===== config.mk =====
export PLATFORM = sky130hd
export DESIGN_NAME = usb_rx_decoder
export DESIGN_NICKNAME = d
export VERILOG_FILES = /design/src/rtl/usb_rx_pkg.sv /design/src/rtl/usb_nrzi_unstuff.sv /design/src/rtl/usb_rx_decoder.sv
export SDC_FILE = /design/constraint.sdc
export NUM_CORES = 1
export LEC_CHECK = 0
export BUFFER_PORTS_ARGS = -buffer_cell sky130_fd_sc_hd__buf_2
export CORE_MARGIN = 2
export CORE_UTILIZATION = 55
export CTS_CLUSTER_DIAMETER = 40
export CTS_CLUSTER_SIZE = 24
export DETAILED_ROUTE_END_ITERATION = 10
export PLACE_DENSITY = 0.74
export SLEW_MARGIN = 30
export SYNTH_ARGS = -nofsm -noshare
export SYNTH_HDL_FRONTEND = slang
export SYNTH_SLANG_ARGS = --single-unit

===== constraint.sdc =====
create_clock -name clk -period 5.25 [get_ports clk]
set_input_delay 0.525 -clock clk [delete_from_list [all_inputs] [get_ports clk]]
set_output_delay 0.525 -clock clk [all_outputs]
set_load 0.02 [all_outputs]

===== src/rtl/usb_rx_pkg.sv =====
// Shared types and defaults for the USB full-speed receive decoder.
package usb_rx_pkg;

  localparam int DATA_W_DEF      = 8;
  localparam int STUFF_LEN_DEF   = 6;
  localparam int EOP_SE0_MIN_DEF = 2;
  localparam int IDLE_J_CNT_DEF  = 7;

  // Decoded SYNC (KJKJKJKK), oldest bit in the MSB.
  localparam logic [7:0] SYNC_PATTERN = 8'b0000_0001;

  typedef enum logic [1:0] {J, K, SE0, SE1} line_state_t;

  typedef enum logic [2:0] {
    ST_IDLE,
    ST_SYNC_HUNT,
    ST_RX_DATA,
    ST_EOP,
    ST_ERROR
  } rx_dec_state_t;

  function automatic line_state_t decode_line(input logic dp, input logic dm);
    case ({dp, dm})
      2'b10:   return J;
      2'b01:   return K;
      2'b00:   return SE0;
      default: return SE1;
    endcase
  endfunction

endpackage


===== src/rtl/usb_nrzi_unstuff.sv =====
// NRZI decode plus bit-unstuffing; ones counting runs only while enable is high.
module usb_nrzi_unstuff
  import usb_rx_pkg::*;
#(
  parameter int STUFF_LEN = STUFF_LEN_DEF
)(
  input  logic        clk,
  input  logic        nRST,
  input  line_state_t line,
  input  logic        bit_strobe,
  input  logic        enable,
  output logic        dec_bit,
  output logic        bit_valid,
  output logic        stuff_err
);

  localparam int OW = $clog2(STUFF_LEN + 1);

  line_state_t   prev_q;
  logic [OW-1:0] ones_q;
  logic          is_jk;
  logic          at_lim;

  assign is_jk     = (line == J) || (line == K);
  assign at_lim    = (ones_q == OW'(STUFF_LEN));
  assign dec_bit   = (line == prev_q);
  // At the limit the bit is either the mandatory stuffed 0 or a violation.
  assign bit_valid = is_jk && !(enable && at_lim);
  assign stuff_err = enable && is_jk && at_lim && dec_bit;

  always_ff @(posedge clk or negedge nRST) begin
    if (!nRST) begin
      prev_q <= J;
      ones_q <= '0;
    end else if (bit_strobe) begin
      if (is_jk) prev_q <= line;
      if (!enable || !is_jk || at_lim || !dec_bit) ones_q <= '0;
      else                                         ones_q <= ones_q + 1'b1;
    end
  end

endmodule


===== src/rtl/usb_rx_decoder.sv =====
// USB FS receive front-end: SYNC hunt, LSB-first byte assembly, EOP/error handling.
// Define USB_RX_PID_CHECK_EN to check the first byte after SYNC as a PID.
module usb_rx_decoder
  import usb_rx_pkg::*;
#(
  parameter int DATA_W      = DATA_W_DEF,
  parameter int STUFF_LEN   = STUFF_LEN_DEF,
  parameter int EOP_SE0_MIN = EOP_SE0_MIN_DEF,
  parameter int IDLE_J_CNT  = IDLE_J_CNT_DEF
)(
  input  logic              clk,
  input  logic              nRST,
  input  logic              bit_strobe,
  input  logic              dp,
  input  logic              dm,
  output logic [DATA_W-1:0] rx_data,
  output logic              RXValid,
  output logic              RXActive,
  output logic              RXError,
  output logic              SYNC_Detected,
  output logic              EOP_Detected
);

  localparam int SYNC_W = $bits(SYNC_PATTERN);
  localparam int CW     = $clog2((DATA_W > SYNC_W ? DATA_W : SYNC_W) + 1);
  localparam int SW     = $clog2(EOP_SE0_MIN + 1);
  localparam int JW     = $clog2(IDLE_J_CNT + 1);

  line_state_t   line;
  logic          dec_bit, bit_valid, stuff_err;

  rx_dec_state_t state_q, state_d;
  logic [DATA_W-1:0] shift_q, shift_d, data_d, data_n;
  logic [SYNC_W-1:0] sync_q, sync_d, sync_n;
  logic [CW-1:0] bit_cnt_q, bit_cnt_d;
  logic [SW-1:0] se0_q, se0_d;
  logic [JW-1:0] jcnt_q, jcnt_d;
  logic          active_d, valid_d, err_d, sync_det_d, eop_det_d, go_err;
`ifdef USB_RX_PID_CHECK_EN
  logic          first_q, first_d;
`endif

  assign line = decode_line(dp, dm);

  usb_nrzi_unstuff #(.STUFF_LEN(STUFF_LEN)) u_nrzi (
    .clk       (clk),
    .nRST      (nRST),
    .line      (line),
    .bit_strobe(bit_strobe),
    .enable    (state_q == ST_RX_DATA),
    .dec_bit   (dec_bit),
    .bit_valid (bit_valid),
    .stuff_err (stuff_err)
  );

  always_comb begin
    state_d    = state_q;
    shift_d    = shift_q;
    sync_d     = sync_q;
    bit_cnt_d  = bit_cnt_q;
    se0_d      = se0_q;
    jcnt_d     = jcnt_q;
    data_d     = rx_data;
    active_d   = RXActive;
    valid_d    = 1'b0;
    err_d      = 1'b0;
    sync_det_d = 1'b0;
    eop_det_d  = 1'b0;
    go_err     = 1'b0;
`ifdef USB_RX_PID_CHECK_EN
    first_d    = first_q;
`endif
    sync_n = {sync_q[SYNC_W-2:0], dec_bit};
    data_n = {dec_bit, shift_q[DATA_W-1:1]};
    if (bit_strobe) begin
      case (state_q)
        ST_IDLE: if (line == K) begin
          state_d   = ST_SYNC_HUNT;
          sync_d    = '0;
          bit_cnt_d = CW'(1);
        end
        ST_SYNC_HUNT: begin
          if (line == SE0 || line == SE1) begin
            state_d = ST_IDLE;
          end else if (bit_cnt_q == CW'(SYNC_W - 1)) begin
            bit_cnt_d = '0;
            if (sync_n == SYNC_PATTERN) begin
              sync_det_d = 1'b1;
              active_d   = 1'b1;
              state_d    = ST_RX_DATA;
`ifdef USB_RX_PID_CHECK_EN
              first_d    = 1'b1;
`endif
            end else begin
              state_d = ST_IDLE;
            end
          end else begin
            sync_d    = sync_n;
            bit_cnt_d = bit_cnt_q + 1'b1;
          end
        end
        ST_RX_DATA: begin
          if (line == SE0) begin
            state_d = ST_EOP;
            se0_d   = SW'(1);
          end else if (line == SE1 || stuff_err) begin
            go_err = 1'b1;
          end else if (bit_valid) begin
            shift_d = data_n;
            if (bit_cnt_q == CW'(DATA_W - 1)) begin
              bit_cnt_d = '0;
              data_d    = data_n;
              valid_d   = 1'b1;
`ifdef USB_RX_PID_CHECK_EN
              // PID byte: upper nibble must be the complement of the lower.
              if (first_q) begin
                first_d = 1'b0;
                if (data_n[7:4] != ~data_n[3:0]) err_d = 1'b1;
              end
`endif
            end else begin
              bit_cnt_d = bit_cnt_q + 1'b1;
            end
          end
        end
        ST_EOP: begin
          if (line == SE0) begin
            if (se0_q != SW'(EOP_SE0_MIN)) se0_d = se0_q + 1'b1;
          end else if (line == J && se0_q >= SW'(EOP_SE0_MIN)) begin
            eop_det_d = 1'b1;
            active_d  = 1'b0;
            err_d     = (bit_cnt_q != '0);
            bit_cnt_d = '0;
            state_d   = ST_IDLE;
          end else begin
            go_err = 1'b1;
          end
        end
        ST_ERROR: begin
          // se0_q doubles as "previous bit was SE0" while in ERROR.
          if (line == J && (se0_q != '0 || jcnt_q == JW'(IDLE_J_CNT - 1))) begin
            state_d   = ST_IDLE;
            active_d  = 1'b0;
            bit_cnt_d = '0;
          end
          se0_d  = SW'(line == SE0);
          jcnt_d = (line == J) ? jcnt_q + 1'b1 : '0;
        end
        default: state_d = ST_IDLE;
      endcase
      if (go_err) begin
        state_d = ST_ERROR;
        err_d   = 1'b1;
        se0_d   = '0;
        jcnt_d  = '0;
      end
    end
  end

  always_ff @(posedge clk or negedge nRST) begin
    if (!nRST) begin
      state_q       <= ST_IDLE;
      shift_q       <= '0;
      sync_q        <= '0;
      bit_cnt_q     <= '0;
      se0_q         <= '0;
      jcnt_q        <= '0;
      rx_data       <= '0;
      RXActive      <= 1'b0;
      RXValid       <= 1'b0;
      RXError       <= 1'b0;
      SYNC_Detected <= 1'b0;
      EOP_Detected  <= 1'b0;
`ifdef USB_RX_PID_CHECK_EN
      first_q       <= 1'b0;
`endif
    end else begin
      state_q       <= state_d;
      shift_q       <= shift_d;
      sync_q        <= sync_d;
      bit_cnt_q     <= bit_cnt_d;
      se0_q         <= se0_d;
      jcnt_q        <= jcnt_d;
      rx_data       <= data_d;
      RXActive      <= active_d;
      RXValid       <= valid_d;
      RXError       <= err_d;
      SYNC_Detected <= sync_det_d;
      EOP_Detected  <= eop_det_d;
`ifdef USB_RX_PID_CHECK_EN
      first_q       <= first_d;
`endif
    end
  end

endmodule

* Word-level counts from Yosys, hierarchy flattened
Index checks and enable logic that the tools add are counted.
** Cells by class
- Add/sub/neg operators :: 4
- Reduce and logical (&&, ||, !) cells :: 37
- Magnitude comparators :: 1
- Bitwise operators :: 2
- Muxes and demuxes :: 67
- Equality and inequality tests :: 34
** Operator list (number)
- 2-to-1 mux 3 bit :: 12
- 2-to-1 mux 4 bit :: 9
- 2-to-1 mux 1 bit :: 31
- != test 2 bit, second input constant :: 12
- 2-to-1 mux 7 bit :: 3
- != test 3 bit, second input constant :: 7
- one-hot mux 4 bit (5 select lines) :: 1
- one-hot mux 3 bit (5 select lines) :: 1
- AND reduction 5 bit :: 3
- one-hot mux 7 bit (2 select lines) :: 1
- one-hot mux 2 bit (3 select lines) :: 2
- 2-to-1 mux 2 bit :: 5
- AND reduction 10 bit :: 1
- equality test 3 bit, second input constant :: 3
- equality test 8 x 1 -> 1 bit, second input constant :: 1
- AND reduction 8 bit :: 1
- nonzero test 4 bit :: 2
- logical AND 1 bit :: 7
- logical OR 1 bit :: 7
- AND reduction 7 bit :: 1
- adder 3 x 1 -> 3 bit, second input constant :: 2
- equality test 2 bit, second input constant :: 3
- equality test 3 x 2 -> 1 bit, second input constant :: 2
- AND reduction 6 bit :: 1
- other kinds (18) :: 27
** Word-level totals
- Register bits :: 45
- Input port bits :: 5
- Word-level logic and storage cells :: 159

* Longest topological paths before layout
- Word-level depth :: 14
- Depth in mapped cells :: 8
- Depth with buffers taken out :: 7

* Hierarchy
From an unflattened synthesis, not the netlist that was laid out.
** Second synthesis, totals
- Cells, all modules :: 212
- Area, all modules :: 2346.0 um^2
** By module, submodules not included
- usb_rx_decoder :: area an instance 2040.7 um^2, seq. area each 975.9 um^2, cells each 182, instances 1
- usb_nrzi_unstuff :: area an instance 305.3 um^2, seq. area each 125.1 um^2, cells each 30, instances 1

* Least setup slack after synthesis
Ideal clock, no wire load.
- Path kind :: input-to-reg
- From :: in dp
- To :: reg rx_data[0]
- Required time :: 5125 ps
- Buffers on the path :: 1
- Cell stages on the path :: 8
- Library setup time :: 125 ps
- Arrival time :: 2087 ps
- Path slack :: 3039 ps
- Cell sequence :: inv_1 ha_1 buf_4 nand2b_1 nor2_1 nand4b_4 nor3_4 mux2_2
** On the way
- Longest elaborated chain between the ends :: 10
- Elaborated cells between the ends (all ways) :: 18
- Those cells by class :: 6 x eq/ne; 1 x mux; 2 x bitwise; 9 x reduce/logical
** Ends and longest elaborated chain
- start: declaration :: line usb_rx_decoder.sv:14 : input logic dp,
- equality test 2 x 1 -> 1 bit (tied with other cells) :: line usb_rx_pkg.sv:23 : case ({dp, dm})
- one-hot mux 2 bit (3 select lines) (*) :: line usb_rx_pkg.sv:23
- equality test 2 x 1 -> 1 bit / zero test 2 bit (equally long branches) :: line usb_nrzi_unstuff.sv:24 : assign is_jk = (line == J) || (line == K);
- logical OR 1 bit :: line usb_nrzi_unstuff.sv:24
- logical AND 1 bit (3 in series) :: line usb_nrzi_unstuff.sv:29 : assign stuff_err = enable && is_jk && at_lim && dec_bit;
- logical OR 1 bit :: line usb_rx_decoder.sv:106 : end else if (line == SE1 || stuff_err) begin
- NOT 1 bit (no source line)
- AND reduction 6 bit (no source line) (*)
- end signal: assignment :: line usb_rx_decoder.sv:184 : rx_data <= data_d;
- end: declaration :: line usb_rx_decoder.sv:16 : output logic [DATA_W-1:0] rx_data,
Mark *: on every way between the ends. The rest lies on a longest branch, timed or not.
A chain may end at the register's enable or synchronous reset.

* Worst setup path in the final report
- From :: in dm
- To :: reg rx_data[2]
** On the way
- Longest elaborated chain between the ends :: 10
- Elaborated cells between the ends (all ways) :: 18
- Those cells by class :: 6 x eq/ne; 1 x mux; 2 x bitwise; 9 x reduce/logical
** Ends and longest elaborated chain
- start: declaration :: line usb_rx_decoder.sv:15 : input logic dm,
- equality test 2 x 1 -> 1 bit (tied with other cells) :: line usb_rx_pkg.sv:23
- one-hot mux 2 bit (3 select lines) (*) :: line usb_rx_pkg.sv:23
- equality test 2 x 1 -> 1 bit / zero test 2 bit (equally long branches) :: line usb_nrzi_unstuff.sv:24
- logical OR 1 bit :: line usb_nrzi_unstuff.sv:24
- logical AND 1 bit (3 in series) :: line usb_nrzi_unstuff.sv:29
- logical OR 1 bit :: line usb_rx_decoder.sv:106
- NOT 1 bit (no source line)
- AND reduction 6 bit (no source line) (*)
Marks and branches as above.

==> flow_summary.json <==
{
  "crit_start": "dm",
  "max_freq_mhz": 418,
  "fp.dieW_microns": 71.2,
  "grt_max_degree": 45,
  "drtIter0Drc": 120,
  "layout_commonest_cell": "dfrtp_1",
  "rsz0062_at_grt": "no",
  "crit_path_end_kind": "register",
  "path_cells": "buf_2, inv_1, ha_1, nand2b_1, nor2_1, nand4b_4, nor3_4, mux2_2",
  "postCtsHoldBufs": 0,
  "yosys.area_share.adder_pct": 7.05,
  "regToRegSetupSlack_ns": 2.93,
  "synth-seq-cells": 44,
  "netlist_area_sq_um": 2480,
  "io_pins": 18,
  "synth-compound-area-share_pct": 15.5,
  "critPathArrivalTime_ns": 2.57,
  "core_area_sq_um": 4350,
  "hold_violations": 0,
  "cpPeakStageDelay_ns": 0.46,
  "leakage_nw": 1.32,
  "design_area_sq_um": 2720,
  "finalCriticalPeriod_ns": 2.39,
  "synth_edf_count": 0,
  "rr_startpoint": "state_q[1]",
  "fin_skew_ns": 0.00806,
  "synth_ff_type": "dfrtp_1",
  "ys_types": 53,
  "synth-xor-area-share_pct": 1.06,
  "via_count": 1735,
  "clock-sinks": 44,
  "start_util_pct": 57.0,
  "wirelength_microns": 4570,
  "synthSimpleGateAreaFrac_pct": 19.0,
  "cts_resized": 0,
  "placed_cell_area_sq_um": 2600,
  "clock_latency_ns": 0.30,
  "ys_seq_area_share_pct": 44.3,
  "tns_ns": 0,
  "nets": 270,
  "ys_async_sr_fraction_pct": 100,
  "slew_headroom_pct": 59.2,
  "drive_gt1_share_pct": 22.2,
  "outcome": "complete, no violations",
  "wl_per_cell_microns": 15.0,
  "crit_fanout": 9,
  "overflow": 0,
  "insertedDiodeCount": 0,
  "fin_util_pct": 62.4,
  "htree_levels": 2,
  "synth_mux_area_share_pct": 8.56,
  "crit_family": "simple AND/OR/NAND/NOR gates",
  "tightestPinTransition_ns": 0.612,
  "numCtsBuffers": 5,
  "cp-start-kind": "input pin",
  "worstPathBufferInverterCount": 2,
  "ys_warn_count": 0,
  "grt_pass1_wl_microns": 8100,
  "finalSetupViolCount": 0,
  "maxCapViolations": 0,
  "final_antenna_net_count": 0,
  "cts.path.max_buffers": 2,
  "critPathRequiredTime_ns": 5.43,
  "avgViaCountPerCell": 5.71,
  "routabilityCongestion": 0.774,
  "portBuffers": 17,
  "slew_viol_final": 0,
  "syn_inst": 234,
  "drc": 0,
  "die_area_sq_um": 5070,
  "post-route-period-util_pct": 45.6,
  "path_clk_slew_ns": 0.09,
  "p_per_area_nw_per_um2": 389,
  "dr.pass1.iters": 4,
  "hold_path_class": "input pin to async pin",
  "postSynthAreaPerCell_sq_um": 10.6,
  "row_count": 24,
  "chipHeight_microns": 71.2,
  "grt_pass1_vias": 1689,
  "filler_cell_count": 351,
  "final_cell_mix": "dfrtp_1 (44), o21ai_0 (19), inv_1 (18), mux2_2 (18), nand2_1 (17)",
  "syn2layout_area_growth_pct": 9.37,
  "hpwlAfterDp_microns": 3260,
  "cts-root-buf": "clkbuf_8",
  "antenna_found_initial": 0,
  "worst-setup-path-type": "input pin to register",
  "cts_tree": "yes",
  "synth_fp_nets": 253,
  "synth_top_family_by_area": "simple AND/OR/NAND/NOR gates",
  "postCtsSetupBuffers": 0,
  "peakVddDrop_uv": 244,
  "grt_use_total_pct": 19.9,
  "slowest_stage": "ha_1"
}
## final cells by class
type | count | area [sq um] | area share [%]
repair buffers | 18 | 95.1 | 3.50
inverters | 18 | 67.6 | 2.49
multi-input cells | 164 | 1270 | 46.8
clock inverters | 3 | 47.5 | 1.75
well taps | 52 | 65.1 | 2.40
flip-flops and latches | 44 | 1100 | 40.5
clock buffers | 5 | 68.8 | 2.53
## power breakdown
part | total [mW] | internal (mW) | switching, mW | leakage (nW)
clock | 0.264 | 0.143 | 0.120 | 0.0583
combinational | 0.333 | 0.144 | 0.189 | 0.659
sequential | 0.460 | 0.382 | 0.0778 | 0.599
## cell families (layout without fill, tap and decap cells)
kind of cell	Yosys count	count (layout)
compound gates	52	52
xor+xnor	3	3
fa+ha+maj	14	14
buf+inv	26	44
flops	44	44
mux	19	19
simple gates	76	76
## Yosys cell counts, types with 3 or more instances
cell type	count	area share [%]
dfrtp_1	44	44
o21ai_0	19	3.8
inv_1	18	2.7
mux2_2	18	8.2
nand2_1	17	2.6
ha_1	14	7.1
nand3_1	14	2.8
nor2_1	11	1.7
nand2b_1	6	1.5
buf_2	5	1.0
nor2b_1	4	1.0
o31ai_1	4	1.2
and2_1	3	0.76
o211ai_1	3	0.91
o2bb2ai_1	3	1.1
or3_1	3	0.76
## through the flow
stage	hold WS (ns)	power (mW)	setup WS, ns	std cells
floorplan	0.229	0.728	3.04	234
detailed placement	0.493	0.797	2.58	296
finish	0.205	1.06	2.86	304
global placement	0.487	0.791	2.66	296
CTS	0.220	1.06	2.86	304
global route	0.255	1.14	2.71	304
## per-layer routing
layer | vias to the layer above | share of wire (%) | GRT usage (%)
met3 | 6 | 2.3 | 3.85
met1 | 839 | 49 | 29.3
li1 | 870 | - | -
met4 | 0 | 0.87 | 6.08
met2 | 20 | 48 | 29.9
met5 | - | 0 | 0
## sequential cells by signal, indices dropped and copies added (netlist names)
| signal | flops |
|---|---|
| EOP_Detected | 1 |
| RXActive | 1 |
| RXError | 1 |
| RXValid | 1 |
| SYNC_Detected | 1 |
| bit_cnt_q | 4 |
| jcnt_q | 3 |
| rx_data | 8 |
| se0_q | 2 |
| shift_q | 7 |
| state_q | 3 |
| sync_q | 7 |
| u_nrzi.ones_q | 3 |
| u_nrzi.prev_q | 2 |
## worst paths after layout
| path | to | depth (start not counted) |
|---|---|---|
| hold / removal | u_nrzi.ones_q[0] | 1 |
| hold reg to reg | rx_data[3] | 1 |
| setup reg to reg | rx_data[2] | 4 |
| max in group asynchronous | rx_data[4] | 1 |
| setup / recovery | rx_data[2] | 8 |
| min in group clk | rx_data[3] | 1 |
No activity file was read; power rests on OpenSTA's default activity.
